--- config.mk ---
export PLATFORM = sky130hd
export DESIGN_NAME = gate_bist_ctrl
export DESIGN_NICKNAME = d
export VERILOG_FILES = /design/src/rtl/gate_bist_ctrl.sv
export SDC_FILE = /design/constraint.sdc
export NUM_CORES = 1
export LEC_CHECK = 0
export ABC_CLOCK_PERIOD_IN_PS = 6000
export CAP_MARGIN = 20
export CORE_ASPECT_RATIO = 1.2
export CORE_MARGIN = 2
export CORE_UTILIZATION = 62
export CTS_CLUSTER_SIZE = 24
export DETAILED_ROUTE_END_ITERATION = 12
export DONT_BUFFER_PORTS = 1
export MAX_ROUTING_LAYER = met4
export PLACE_DENSITY = 0.88
export SYNTH_ARGS = -nofsm -noshare
export SYNTH_HDL_FRONTEND = slang
export SYNTH_SLANG_ARGS = --single-unit
--- constraint.sdc ---
create_clock -name clk -period 6 [get_ports clk]
set_input_delay 0.9 -clock clk [delete_from_list [all_inputs] [get_ports clk]]
set_output_delay 0.9 -clock clk [all_outputs]
set_load 0.02 [all_outputs]
--- src/rtl/gate_bist_ctrl.sv ---
// Built-in self-test sequencer for a single 2-input gate: walks {a,b} through 00..11,
// compares y_i against TRUTH and reports pass/error count/first failure.
// Define GATE_BIST_STOP_ON_FAIL_EN to end the pass at the first mismatch.
module gate_bist_ctrl #(
  parameter logic [3:0] TRUTH  = 4'b0111,
  parameter int         SETTLE = 1
) (
  input  logic       clk,
  input  logic       rst_n,
  input  logic       start,
  output logic       a_o,
  output logic       b_o,
  input  logic       y_i,
  output logic       busy,
  output logic       done,
  output logic       pass,
  output logic [2:0] err_cnt,
  output logic [1:0] fail_vec,
  output logic       fail_got
);

  // state | meaning
  // IDLE  | waiting for the first start after reset
  // APPLY | driving a vector, settling, then comparing y_i
  // DONE  | results valid; start reruns the pass
  typedef enum logic [1:0] {IDLE, APPLY, DONE} state_t;

  localparam logic [3:0] SETTLE_V = SETTLE[3:0];

  state_t     state, state_nxt;
  logic [1:0] idx, idx_nxt;
  logic [3:0] wait_cnt, wait_nxt;
  logic       a_nxt, b_nxt, done_nxt, pass_nxt, fail_got_nxt;
  logic [2:0] err_nxt;
  logic [1:0] fail_vec_nxt;
  logic [1:0] vec;
  logic       mismatch;
  logic       finish;

  assign vec      = {a_o, b_o};
  assign mismatch = (y_i != TRUTH[vec]);
  assign busy     = (state == APPLY);

  always_comb begin
    state_nxt    = state;
    idx_nxt      = idx;
    wait_nxt     = wait_cnt;
    a_nxt        = a_o;
    b_nxt        = b_o;
    done_nxt     = done;
    pass_nxt     = pass;
    err_nxt      = err_cnt;
    fail_vec_nxt = fail_vec;
    fail_got_nxt = fail_got;
    finish       = 1'b0;

    case (state)
      IDLE, DONE: begin
        if (start) begin
          state_nxt    = APPLY;
          idx_nxt      = 2'd0;
          a_nxt        = 1'b0;
          b_nxt        = 1'b0;
          wait_nxt     = SETTLE_V;
          err_nxt      = 3'd0;
          fail_vec_nxt = 2'd0;
          fail_got_nxt = 1'b0;
          done_nxt     = 1'b0;
          pass_nxt     = 1'b0;
        end
      end
      APPLY: begin
        if (wait_cnt != 4'd0) begin
          wait_nxt = wait_cnt - 4'd1;
        end else begin
          if (mismatch) begin
            if (err_cnt != 3'd4) err_nxt = err_cnt + 3'd1;
            if (err_cnt == 3'd0) begin
              fail_vec_nxt = vec;
              fail_got_nxt = y_i;
            end
          end
`ifdef GATE_BIST_STOP_ON_FAIL_EN
          finish = mismatch || (idx == 2'd3);
`else
          finish = (idx == 2'd3);
`endif
          if (finish) begin
            state_nxt = DONE;
            done_nxt  = 1'b1;
            pass_nxt  = (err_nxt == 3'd0);
            a_nxt     = 1'b0;
            b_nxt     = 1'b0;
          end else begin
            idx_nxt          = idx + 2'd1;
            {a_nxt, b_nxt}   = idx + 2'd1;
            wait_nxt         = SETTLE_V;
          end
        end
      end
      default: state_nxt = IDLE;
    endcase
  end

  always_ff @(posedge clk or negedge rst_n) begin
    if (!rst_n) begin
      state    <= IDLE;
      idx      <= 2'd0;
      wait_cnt <= 4'd0;
      a_o      <= 1'b0;
      b_o      <= 1'b0;
      done     <= 1'b0;
      pass     <= 1'b0;
      err_cnt  <= 3'd0;
      fail_vec <= 2'd0;
      fail_got <= 1'b0;
    end else begin
      state    <= state_nxt;
      idx      <= idx_nxt;
      wait_cnt <= wait_nxt;
      a_o      <= a_nxt;
      b_o      <= b_nxt;
      done     <= done_nxt;
      pass     <= pass_nxt;
      err_cnt  <= err_nxt;
      fail_vec <= fail_vec_nxt;
      fail_got <= fail_got_nxt;
    end
  end

endmodule

==> impl_metrics.yaml, run 1 <==
status:
  status: "complete, no violations"
yosys:
  synth-simple-area-share_pct: 18.3
  syn_nets: 104
  synth_cell_type_count: 34
  synthMuxAreaShare_pct: 7.65
  synth_compound_area_share_pct: 15.8
  synth_ff_type: "dfrtp_1"
  synth_fa_ha_area_share_pct: 6.27
  synth.most_common_cell: "dfrtp_1"
  synth_top_family_by_area: "simple AND/OR/NAND/NOR gates"
  yosys-top-cells-count: "18 x dfrtp_1, 11 x inv_1, 6 x nand2_1, 5 x ha_1, 5 x mux2i_1"
  syn_inst: 95
  post-synth-top-area-cell: "dfrtp_1"
  synth_area_sq_um: 997
  synthTopCellsByArea: "dfrtp_1 45%, ha_1 6.3%, mux2i_1 5.0%"
  synth_enable_flop_cells: 0
  synth_top_area_share_pct: 45.2
  ys_ff_latch: 18
  async_reset_ff_share_pct: 100
  synth-warning-count: 0
  syn_avg_cell_area_sq_um: 10.5
  yosysSeqAreaShare_pct: 45.2
  synth-xor-area-share_pct: 0
clocking:
  clockBufferDepth: 2
  cts-root-buf: "clkbuf_4"
  htree_levels: 1
  clk_pin_slew_ns: 0.09
  post-cts-setup-buffers: 0
  cts_tree: "built"
  cts-buffers-inserted: 3
  clock_latency_ns: 0.30
  hold_buffers: 0
  cts_resized: 0
  clock_sink_count: 18
place:
  gp_congestion: 0.752
  place.port_buffers: 0
  post-place-ws_ns: 3.95
  placed_cell_area_sq_um: 996
  hpwlAfterDp_mm: 1.30
detailed_routing:
  post_drt_wl_per_cell_microns: 14.1
  drcViolationCount: 0
  via_count: 657
  firstDrtPassIters: 2
  vias_per_cell: 5.76
  drt-total-wl_mm: 1.61
  drt_iter0_drc: 6
  drtAntennaViolNets: 0
job:
  maxCapViolCount: 0
global_routing:
  globalRouteOverflowTotal: 0
  antenna_found_initial: 0
  grt_max_degree: 19
  first_global_vias: 647
  track_usage_pct: 21.6
  grt_pass1_wl_mm: 2.68
worst_setup_path:
  worstSetupPathType: "flop to output port"
  worstPathArrival_ns: 1.31
  cp-start-kind: "flop"
  crit_chain: "nand2b_1 > clkinv_1"
  critPathMaxFanout: 8
  required_ns: 5.10
  cp_top_family: "flip-flops"
  path_buf_inv: 1
  crit_path_end_kind: "output port"
  cpMaxStageDelayCell: "dfrtp_1"
  critPathMaxStageDelay_ns: 0.42
pwr:
  p_per_area_nw_per_um2: 544
  p_leak_nw: 0.485
  peakVddDrop_mv: 0.322
  total_power_mw: 0.562
layout:
  fin_nets: 107
  final_cell_area_sq_um: 1030
  drive_above_1_share_pct: 10.3
  syn_to_final_growth_pct: 3.51
  fin_util_pct: 70.5
  insertedDiodeCount: 0
sta:
  slew_headroom_pct: 70.7
  period_needed_ns: 2.21
  final_max_slew_viol_count: 0
  fin_setup_tns_ns: 0
  hold_viol: 0
  finClkSkew_ns: 0.00245
  period_share_pct: 36.8
  setup_viol: 0
  setup_ws_ns: 3.79
  rsz0062_at_grt: "false"
  fmax_mhz: 453
  worst_slew_pin_slew_ns: 0.440
die:
  rows: 15
  dieArea_sq_um: 1950
  dieWidth_microns: 40.6
  io_pins: 15
  die_y_microns: 47.9
  core-area_sq_um: 1460
  start_util_pct: 68.1
min_path:
  holdCritPathClass: "primary input to asynchronous set/reset pin"
## worst reg2reg max path, stage by stage (launching register included)
cell and delay [ns]:
dfrtp_1 0.41, inv_1 0.09, ha_1 0.13, or3b_1 0.46
o21ba_1 0.36, nor2_4 0.16, mux2_1 0.33
## routing by layer
metal	track usage [%]	vias to the layer above	routed length (microns)
met2	37.1	9	846
met4	10.0	0	36
met1	24.2	303	659
met3	2.79	5	65
li1	-	340	-
met5	-	-	0
## path summary, 6_finish.rpt
kind	from	to	slack, ns	cells past startpoint
worst max-delay path	state[0]	busy	3.79	2
worst min-delay path	rst_n	wait_cnt[3]	0.28	0
worst max register to register	wait_cnt[0]	idx[1]	3.95	6
worst min register to register	idx[1]	idx[1]	0.51	1
max in group asynchronous	rst_n	wait_cnt[1]	5.64	0
min in group clk	idx[1]	idx[1]	0.51	1
## cells in the final DEF (no fill, tap or decap), drive strengths merged, types with 4 or more instances in the layout
cell	synthesis	layout
nor2	5	5
clkbuf	0	4
o22ai	4	4
dfrtp	18	18
inv	11	11
a21oi	5	5
ha	5	5
nand2	6	6
mux2i	5	5
o21ai	4	4
## per-stage QoR
stage	hold slack, ns	cells
2_1_floorplan	0.462	95
3_3_place_gp	0.478	110
3_5_place_dp	0.491	110
4_1_cts	0.289	114
5_1_grt	0.265	114
6_report	0.283	114
## cell families (layout without fill, tap and decap cells)
family,after synthesis,after routing
mux,7,7
buf+inv,14,16
fa+ha+maj,5,5
simple gates,29,29
flops,18,18
compound gates,22,22
## sequential cells by signal, summed over array words and instances, names as in the netlist
signal,count
a_o,1
b_o,1
done,1
err_cnt,3
fail_got,1
fail_vec,2
idx,2
pass,1
state,2
wait_cnt,4
## where the power goes
part | leakage (nW) | switching, mW | internal (mW)
Clock | 0.0210 | 0.0362 | 0.0371
Sequential | 0.229 | 0.0696 | 0.170
Combinational | 0.234 | 0.146 | 0.103
## area by class of cell
class / instances / area [sq um]
flip-flops and latches: 18 / 450
fillers: 115 / 432
multi-input cells: 63 / 479
inverters: 12 / 45.0
well taps: 17 / 21.3
clock buffers: 4 / 36.3
Power figures use the tool's default switching activity.
==> inputs of run 2 (changes only) <==
ABC_CLOCK_PERIOD_IN_PS = 1900   (was 6000)
CORE_UTILIZATION = 54   (was 62)
PLACE_DENSITY = 0.82   (was 0.88)
clock period = 1.9 ns   (was 6 ns; I/O delays follow)
==> run 2 against run 1 <==
  * Critical path depth up 5
  * Wire length up 19%
  * Via count up 11%
  * Combinational power rose to 4.0 times the previous value
  * Setup slack worse by 3.7 ns
  * Sequential power rose to 3.2 times the previous value
  * Flip-flop and latch count unchanged
  * Sequential share of layout area down 3.0 points
==> impl_metrics.yaml, run 2 (synthesis results as in run 1) <==
clocking:
  htree_levels: 1
  clock_sink_count: 18
  clk_pin_slew_ns: 0.10
  cts_tree: "built"
  clock_latency_ns: 0.29
  cts-root-buf: "clkbuf_4"
  clockBufferDepth: 2
  cts-buffers-inserted: 3
detailed_routing:
  drcViolationCount: 0
  via_count: 727
  drt-total-wl_mm: 1.90
  post_drt_wl_per_cell_microns: 15.7
  drt_iter0_drc: 8
  wl_met2_mm: 1.02
  routed-wl-met3_microns: 74
  firstDrtPassIters: 4
  routed.top_layer: "met4"
  vias_per_cell: 6.01
  drt-met1-wl_microns: 786
  drtAntennaViolNets: 0
pwr:
  seq_power_share_pct: 39.0
  total_power_mw: 1.95
  p_sw_mw: 0.888
  p_per_area_nw_per_um2: 1760
  p_leak_nw: 0.510
  peakVddDrop_mv: 0.850
  p_clk_share_pct: 9.5
  combPwrFrac_pct: 51.5
  p_int_mw: 1.06
  swShare_pct: 45.6
global_routing:
  grt_pass1_wl_mm: 3.20
  grt_max_degree: 19
  globalRouteOverflowTotal: 0
  first_global_vias: 750
  track_usage_pct: 20.0
  antenna_found_initial: 0
sta:
  finClkSkew_ns: 0.00579
  fmax_mhz: 550
  period_needed_ns: 1.82
  slew_headroom_pct: 46.0
  worst_slew_pin_slew_ns: 0.808
  period_share_pct: 95.7
  final_max_slew_viol_count: 0
  hold_viol: 0
  setup_ws_ns: 0.0820
  setup_viol: 0
min_path:
  min_to: "state[1]"
  whs_path_depth: 1
  holdCritPathClass: "primary input to flop"
  worstHoldStart: "start"
layout:
  drive_above_1_share_pct: 18.6
  syn_to_final_growth_pct: 11.0
  nFillCells: 153
  mostFrequentLayoutCells: "18 x dfrtp_1, 11 x inv_1, 6 x nand2_1"
  insertedDiodeCount: 0
  seq_area_sq_um: 450
  fin_util_pct: 62.0
  reg_top3: "wait_cnt x4, err_cnt x3"
  largest-register: "wait_cnt"
  final_common_cell: "dfrtp_1"
  largest_reg_flops: 4
  fin_nets: 113
  multi_input_area_sq_um: 514
worst_setup_path:
  regToRegStartpoint: "wait_cnt[1]"
  crit_path_end_kind: "flop"
  reg2reg_depth: 7
  worstSetupPathType: "flop to flop"
  regToRegSetupSlack_ns: 0.08
  worstPathArrival_ns: 2.00
  required_ns: 2.08
  r2r-end: "idx[1]"
  critPathMaxFanout: 5
  cp-start-kind: "flop"
die:
  dieArea_sq_um: 2210
  io_pins: 15
  die_y_microns: 51.1
  start_util_pct: 55.8
  core-area_sq_um: 1790
  dieWidth_microns: 43.2
  rows: 17
job:
  maxCapViolCount: 0
place:
  place.port_buffers: 0
  gp_congestion: 0.795
  post-place-ws_ns: 0.0379
  hpwlAfterDp_mm: 1.46
status:
  status: "complete, no violations"
## run 2: worst max-delay path by stage
stage	startpoint	to	cells after the start	slack, ns
finish	wait_cnt[1]	idx[1]	7	0.08
global route	wait_cnt[0]	idx[1]	7	-0.02
CTS	wait_cnt[0]	wait_cnt[3]	7	0.02
detailed placement	wait_cnt[0]	idx[0]	7	0.04
global placement	wait_cnt[1]	wait_cnt[3]	7	0.11
floorplan	wait_cnt[0]	idx[1]	8	0.02
## run 2: final cells by class
| type | count | area share (%) |
|---|---|---|
| Clock buffer | 3 | 2.03 |
| Inverter | 12 | 4.41 |
| Multi-Input combinational cell | 63 | 46.4 |
| Sequential cell | 18 | 40.7 |
| Tap cell | 19 | 2.15 |
| Timing Repair Buffer | 6 | 4.29 |
## run 2: power groups by stage
stage / Combinational (mW) / Clock (mW) / Sequential [mW]
final: 1.00 / 0.185 / 0.761
after global routing: 1.13 / 0.205 / 0.783
after CTS: 0.901 / 0.194 / 0.754
after detailed placement: 0.891 / 0 / 0.762
after global placement: 0.842 / 0 / 0.759
after floorplan: 0.719 / 0 / 0.734
## run 2: repair_timing
item | CTS | global route
gates resized for setup | 0 | 8
endpoints found under the hold margin | 18 | 0
setup endpoints to repair | 0 | 10
hold buffers | 1 | 0
setup buffers | 0 | 0
## run 2: worst max-delay path, stage by stage, from the launching register on
cell and delay [ns]:
dfrtp_1 0.38, inv_1 0.09, ha_1 0.15, or3b_4 0.38
buf_4 0.18, nor2_4 0.15, nor2_4 0.07, mux2_1 0.31
## run 2: metrics by stage
stage | instances | cell area (sq um) | hold WS (ns) | setup TNS, ns
final | 121 | 1110 | 0.103 | 0
after CTS | 121 | 1070 | 0.0943 | 0
after global placement | 117 | 1040 | -0.0102 | 0
after floorplan | 95 | 997 | -0.0106 | 0
after global routing | 121 | 1110 | 0.100 | -0.0370
after detailed placement | 117 | 1040 | -0.0102 | 0
## run 2: layer usage
metal  track usage, %  vias to the layer above
li1                 -                      347
met1             22.0                      359
met2             34.6                       17
met3             3.89                        4
met4             9.09                        0
met5                -                        -
